===== config.mk =====
export PLATFORM = sky130hd
export DESIGN_NAME = peak_readout_arb
export DESIGN_NICKNAME = d
export VERILOG_FILES = /design/src/rtl/peak_readout_arb.sv
export SDC_FILE = /design/constraint.sdc
export NUM_CORES = 1
export LEC_CHECK = 0
export BUFFER_PORTS_ARGS = -buffer_cell sky130_fd_sc_hd__buf_2
export CORE_ASPECT_RATIO = 1.1
export CORE_MARGIN = 5
export CORE_UTILIZATION = 51
export DETAILED_ROUTE_END_ITERATION = 8
export PLACE_DENSITY = 0.95
export REMOVE_ABC_BUFFERS = 1
export SETUP_SLACK_MARGIN = 0.1
export SYNTH_ARGS = -nofsm -noshare
export SYNTH_HDL_FRONTEND = slang
export SYNTH_SLANG_ARGS = --single-unit

===== constraint.sdc =====
create_clock -name clk -period 3.7 [get_ports clk]
set_input_delay 0.185 -clock clk [delete_from_list [all_inputs] [get_ports clk]]
set_output_delay 0.185 -clock clk [all_outputs]
set_load 0.03 [all_outputs]

===== src/rtl/peak_readout_arb.sv =====
// peak_readout_arb: round-robin readout scheduler for N_CH peak-detector
// channels. Pops one peak at a time into a valid/ready stream tagged with the
// channel ID, and periodically pulses read_shift on idle channels so events
// parked in the detector's first stage reach its valid_out.
//
// Ports:
//   clk, rst        clock, asynchronous active-high reset
//   enable          low blocks new grants (a pending event still completes)
//   ch_valid        per-channel valid_out from the peak detectors
//   ch_peak         per-channel signed peak, channel i at [i*WD +: WD]
//   ch_read_shift   registered per-channel read_shift (grant pop or flush)
//   out_valid/ready output event handshake
//   out_data        {[timestamp,] ch_id, peak}, MSB first
//   event_count     events accepted downstream, wraps at 2**32
//
// Optional feature: define PEAK_ARB_TIMESTAMP_EN to prepend a TS_W-bit
// free-running timestamp, latched at the grant edge, to out_data.

module peak_readout_arb #(
  parameter int unsigned N_CH         = 4,
  parameter int unsigned WD           = 24,
  parameter int unsigned CH_W         = 2,
  parameter int unsigned FLUSH_PERIOD = 64,
  parameter int unsigned TS_W         = 32,
`ifdef PEAK_ARB_TIMESTAMP_EN
  localparam int unsigned TS_USED     = 1,
`else
  localparam int unsigned TS_USED     = 0,
`endif
  localparam int unsigned OUT_W       = TS_USED * TS_W + CH_W + WD
) (
  input  logic                 clk,
  input  logic                 rst,
  input  logic                 enable,
  input  logic [N_CH-1:0]      ch_valid,
  input  logic [N_CH*WD-1:0]   ch_peak,
  output logic [N_CH-1:0]      ch_read_shift,
  output logic                 out_valid,
  input  logic                 out_ready,
  output logic [OUT_W-1:0]     out_data,
  output logic [31:0]          event_count
);

  localparam int unsigned CNT_W = (FLUSH_PERIOD > 1) ? $clog2(FLUSH_PERIOD) : 1;

  typedef enum logic {
    IDLE,
    HOLD
  } state_t;

  state_t            state;
  logic [CH_W-1:0]   rr_ptr;
  logic [CH_W-1:0]   hold_id;
  logic [CNT_W-1:0]  flush_cnt;

`ifdef PEAK_ARB_TIMESTAMP_EN
  logic [TS_W-1:0]   ts;
`endif

  logic              grant_hit;
  logic [CH_W-1:0]   grant_id;
  logic              grant_fire;
  logic [N_CH-1:0]   grant_mask;
  logic              flush_wrap;
  logic [N_CH-1:0]   flush_mask;
  logic [WD-1:0]     grant_peak;

  // First valid channel at or after rr_ptr, wrapping modulo N_CH.
  always_comb begin
    grant_hit = 1'b0;
    grant_id  = '0;
    for (int unsigned k = 0; k < N_CH; k++) begin
      int unsigned idx;
      idx = (32'(rr_ptr) + k) % N_CH;
      if (!grant_hit && ch_valid[idx]) begin
        grant_hit = 1'b1;
        grant_id  = CH_W'(idx);
      end
    end
  end

  assign grant_fire = (state == IDLE) && enable && grant_hit;
  assign grant_mask = grant_fire ? (N_CH'(1) << grant_id) : '0;
  assign grant_peak = ch_peak[grant_id*WD +: WD];

  // Flush only channels with nothing valid; the channel granted on the same
  // edge is masked so it never sees a second pulse.
  assign flush_wrap = (flush_cnt == CNT_W'(FLUSH_PERIOD - 1));
  assign flush_mask = flush_wrap ? (~ch_valid & ~grant_mask) : '0;

  always_ff @(posedge clk or posedge rst) begin
    if (rst) begin
      state         <= IDLE;
      rr_ptr        <= '0;
      hold_id       <= '0;
      out_valid     <= 1'b0;
      out_data      <= '0;
      ch_read_shift <= '0;
      flush_cnt     <= '0;
      event_count   <= '0;
`ifdef PEAK_ARB_TIMESTAMP_EN
      ts            <= '0;
`endif
    end else begin
      flush_cnt     <= flush_wrap ? '0 : flush_cnt + 1'b1;
      ch_read_shift <= grant_mask | flush_mask;
`ifdef PEAK_ARB_TIMESTAMP_EN
      ts            <= ts + 1'b1;
`endif
      case (state)
        IDLE: begin
          if (grant_fire) begin
`ifdef PEAK_ARB_TIMESTAMP_EN
            out_data <= {ts, grant_id, grant_peak};
`else
            out_data <= {grant_id, grant_peak};
`endif
            out_valid <= 1'b1;
            hold_id   <= grant_id;
            state     <= HOLD;
          end
        end
        HOLD: begin
          if (out_ready) begin
            out_valid   <= 1'b0;
            rr_ptr      <= (hold_id == CH_W'(N_CH - 1)) ? '0 : hold_id + 1'b1;
            event_count <= event_count + 1'b1;
            state       <= IDLE;
          end
        end
        default: state <= IDLE;
      endcase
    end
  end

endmodule


After elaboration in Yosys (flattened, before gate mapping)
Cells that the tools add are included.
{ "classes": {"n_mul": 1, "muxes": 26, "n_eq_ne": 4, "shift": 2, "magnitude_cmp": 4, "bitwise": 5, "add_sub_neg": 6, "n_reduce_logical": 11} }
{ "ops": {"columns": ["operator", "count"], "rows": [
  ["96-bit by 8-bit variable part select with 24-bit output", 1],
  ["32-bit by 1-bit adder with 32-bit output, second input constant", 1],
  ["2-bit by 3-bit < comparator with 1-bit output, second input constant", 4],
  ["1-bit two-way mux", 12],
  ["2-bit two-way mux", 5],
  ["1-bit binary-select mux with 2-bit select", 4],
  ["4-bit two-way mux", 2],
  ["4-bit inverter", 2],
  ["6-bit by 1-bit adder with 6-bit output, second input constant", 1],
  ["6-bit == test, second input constant", 1],
  ["6-bit two-way mux", 1],
  ["2-bit AND reduction", 3],
  ["1-bit logical AND", 5],
  ["2-bit by 1-bit adder with 2-bit output, second input constant", 2],
  ["2-bit adder, second input constant", 2],
  ["4-bit bitwise AND", 1],
  ["2-bit by 2-bit multiplier with 4-bit output, second input constant", 1],
  ["2-bit inequality test, second input constant", 2],
  ["4-bit bitwise OR", 1],
  ["1-bit case mux with 2 select lines", 2],
  ["1-bit by 2-bit left shift with 4-bit output, first input constant", 1],
  ["1-bit logical NOT", 3],
  ["2-bit == test, second input constant", 1],
  ["1-bit inverter", 1]
]} }
{ "totals": {"register_bits": 74, "word_cells": 67} }

Longest topological paths before layout
{ "depth": {"ltp_word": 18, "mapped_depth": 7} }

Least setup slack after synthesis
OpenSTA, ideal clock, no wires.
{ "synth_path": {"path_type": "register to register", "from": "reg event_count[0]", "to": "reg event_count[29]", "required_time_ns": 3.567, "arrival_ns": 1.679, "setup_time_ns": 0.133, "path_stages_with_launch": 7, "slack_ns": 1.888, "cell_sequence": "dfrtp_1 > nand4_1 > nor4_4 > and2_0 > buf_4 > nand4_1 > xnor2_1"} }
{ "synth_via": {"elab_chain_cells": 1} }
{ "synth_lines": {"columns": ["element", "line", "text"], "rows": [
  ["from (decl)", "41", "output logic [31:0] event_count"],
  ["from (signal assigned)", "127", "event_count <= event_count + 1'b1;"],
  ["32-bit by 1-bit adder with 32-bit output", "127", null]
]} }
Every way passes these cells.
A chain may end at the register's enable or synchronous reset.

Worst setup path after layout
{ "layout_path": {"from": "reg state", "to": "reg out_data[15]"} }
{ "layout_via": {"elab_chain_cells": 4} }
{ "layout_lines": {"columns": ["element", "line", "text"], "rows": [
  ["from (decl)", "51", "state_t state;"],
  ["from (signal assigned)", "93", "state <= IDLE;"],
  ["from (signal assigned)", "120", "state <= HOLD;"],
  ["from (signal assigned)", "128", "state <= IDLE;"],
  ["1-bit inverter (*)", null, null],
  ["1-bit logical AND (2 in series)", "82", "assign grant_fire = (state == IDLE) && enable && grant_hit;"],
  ["2-bit AND reduction (no source line) (*)", null, null],
  ["to (signal assigned)", "116", "out_data <= {grant_id, grant_peak};"],
  ["to (decl)", "40", "output logic [OUT_W-1:0] out_data,"]
]} }
Mark *: on every way between the ends. The rest lies on a longest branch, timed or not.

==> impl_results.md <==
* Number of global-route vias before repair at ~3300
* PD cells at around 660 nW/um^2
* Area of the mapped netlist at ~3600 sq um
* Primary FF master, synth: dfrtp_1
* Hold path cells at 2
* Die W at 90.5 microns
* Sequential-to-total area share from yosys stat at between 40% and 50%
* Hold-fix buffers, CTS at 0
* Period minus WS final at about 2.3 ns
* Drt initial violations at 114
* Post-synth top area share at ~50%
* Die height at approximately 100 microns
* Initial Util at around 52%
* Post-DP HPWL at a little over 7 mm
* Max-slew violations at 0
* Synth cell count leaders: dfrtp_1, mux2i_1, nand2_1
* Maximum fanout along the worst path at 34
* DRT Pass-1 Iters at 4
* Clock Tree Buf Depth at 2
* CORE AREA at around 7000 sq um
* Vias/cell at approximately 5.5
* #FFs+latches synth at 72
* Slew headroom at about a third
* Reg2Reg Depth at 4
* Post-DRT Antenna Nets at 0
* Drt total wl at just over 9 mm
* Fill cells at about 520
* Area delta synth->final at 30.0%
* FFs w/ async S/R, synth at 100%
* CTS tree: done
* Min-delay src: ch_valid[2]
* Via Count at 3157
* Final std cells w/o fill at ~570
* Fraction of layout cells with a size suffix above 1 at roughly two fifths
* R2r startpoint: state
* Placed Cells at around 560
* Most common cell in the netlist: dfrtp_1
* # setup viols final at 0
* Die area at just under 9000 sq um
* Pin count of the biggest net entering global routing at between 50 and 60
* CP required at between 3 and 4 ns
* # resized after CTS at 0
* Synth Warn # at 0
* Critical Setup Path Class: reg2reg
* GR Overflow Total at 0
* GRT Total Usage at a little over a fifth
* CTS Sinks at just over 70
* Io pins at about 170
* Synthesized area per cell at 11.4 sq um
* CTS Buf Count at 9
* Tcrit/Tclk final at a little under two thirds
* Peak Freq at about 430 MHz
* Final Wtd Congestion at 0.869
* First-pass GRT wire length at about 16 mm
* DR DRC count at 0
* Crit end category: flip-flop
* Post-CTS Setup Repair Bufs at 0
* Status: finished clean
* Startpoint types: flip-flop
* Final setup TNS at 0 ns
* Nets at 588
* GR Layer Usage met2 at between 30% and 40%
* Arr. time, crit path at ~2.6 ns
* DR WL/cell at 16.4 microns
* Clk pin slew, worst setup/hold paths at about 0.070 ns
* Post-synthesis cell count at 318
* CTS HTree Levels at 3
* Clk_lat worst skew at between 0.3 and 0.4 ns
* Initial antenna violation count at 0
* Gr busiest metal: met2
* Antenna diode count at 0
* CP Launch Point: state
* Hold WC Path Type: in2reg
* P_leak at about 2.6 nW
* Port Buffer Count at about 170
* Worst slew pin tran at approximately 0.98 ns
* Worst VDD drop at 376 uV
* Leading area contributor after synthesis: dfrtp_1
* Hold Vio Cnt, Final at 0
* Netlist cell types at 39
* Num rows at 32
* GRT met3 Usage at 5.95%
* Max Cap Viol at 0
* Number of synthesized flops with an enable pin at 0
* Met1 usage at approximately a quarter
* Root Buffer: clkbuf_8
* Fin Clk Skew at 0.00756 ns
* Top cells by area, synth: dfrtp_1, mux2i_1, xnor2_1
* Util after Layout at between 60% and 70%
* RSZ-0062 raised after global routing: no
==> per-stage QoR <==
step / setup slack, ns / hold slack [ns] / area [sq um] / total power, mW
after floorplan: -0.592 / 0.274 / 3520 / 2.05
after global placement: 1.21 / 0.400 / 4470 / 2.33
after detailed placement: 1.11 / 0.413 / 4470 / 2.37
after CTS: 1.35 / 0.0542 / 4720 / 3.15
after global routing: 1.15 / 0.0738 / 4720 / 3.30
final: 1.36 / 0.0720 / 4720 / 3.13
==> cells by family after synthesis <==
family	Yosys count	synth area share, %
AOI/OAI and AO/OA	41	9.09
and+or+nand+nor	98	14.6
buffers and inverters	20	3.62
xor gates and xnor gates	34	8.20
muxes	50	13.8
DFF	72	49.6
adders and majority gates	3	1.03
==> power by group <==
part | internal (mW) | total (mW) | switching [mW] | leakage (nW)
Sequential | 0.975 | 1.10 | 0.129 | 0.931
Combinational | 0.444 | 1.25 | 0.809 | 1.50
Clock | 0.484 | 0.769 | 0.285 | 0.126
==> sequential cells by signal (all words and copies together), names as in the netlist <==
name and cells:
out_data 26, out_valid 1, state 1, ch_read_shift 4, rr_ptr 2, event_count 32
flush_cnt 6
==> routing by layer <==
metal  vias to the layer above  share of wire [%]  routed length, microns
met1                      1499                 37                    3480
met3                        15                8.7                     810
met2                       156                 53                    4920
li1                       1487                  -                       -
met5                         -                  0                       0
met4                         0                1.4                     131
==> cells in the final DEF (no fill, tap or decap), drive strengths merged, types with 2 or more instances in the layout <==
cell,synthesis,routed
buf,15,168
xnor2,26,26
a21oi,2,2
mux2i,48,48
o221ai,24,24
nor4,3,3
nand4,11,11
o32ai,3,3
dfrtp,72,72
o22ai,2,2
mux2,2,2
clkbuf,1,11
xor2,8,8
nor2,6,6
nand3,16,16
nor2b,2,2
and4,2,2
and3,3,3
nand2b,5,5
inv,4,4
bufinv,0,3
o21ai,5,5
and2,6,6
nand2,42,42
ha,3,3
==> worst max-delay path, stage by stage, from the launching register on <==
cell and delay (ns):
dfrtp_1 0.41, inv_1 0.10, nand3_2 0.51, nand2b_1 0.81, o221ai_1 0.40
==> cell type report <==
class                           instances  area, sq um  area share [%]
Timing Repair Buffer                  168          846            17.9
Clock inverter                          5          103            2.17
Clock buffer                           11          151            3.21
Multi-Input combinational cell        226         1700            36.0
Inverter                                4         15.0           0.318
Sequential cell                        72         1800            38.2
Tap cell                               85          106            2.25
==> final timing paths <==
kind | endpoint | slack, ns
min in group asynchronous | event_count[23] | 0.08
min | ch_read_shift[2] | 0.07
min reg2reg | event_count[31] | 0.47
max | out_data[15] | 1.36
max in group asynchronous | flush_cnt[4] | 2.73
max reg2reg | out_data[15] | 1.36
Note: power is estimated with default switching activity, not from simulation.
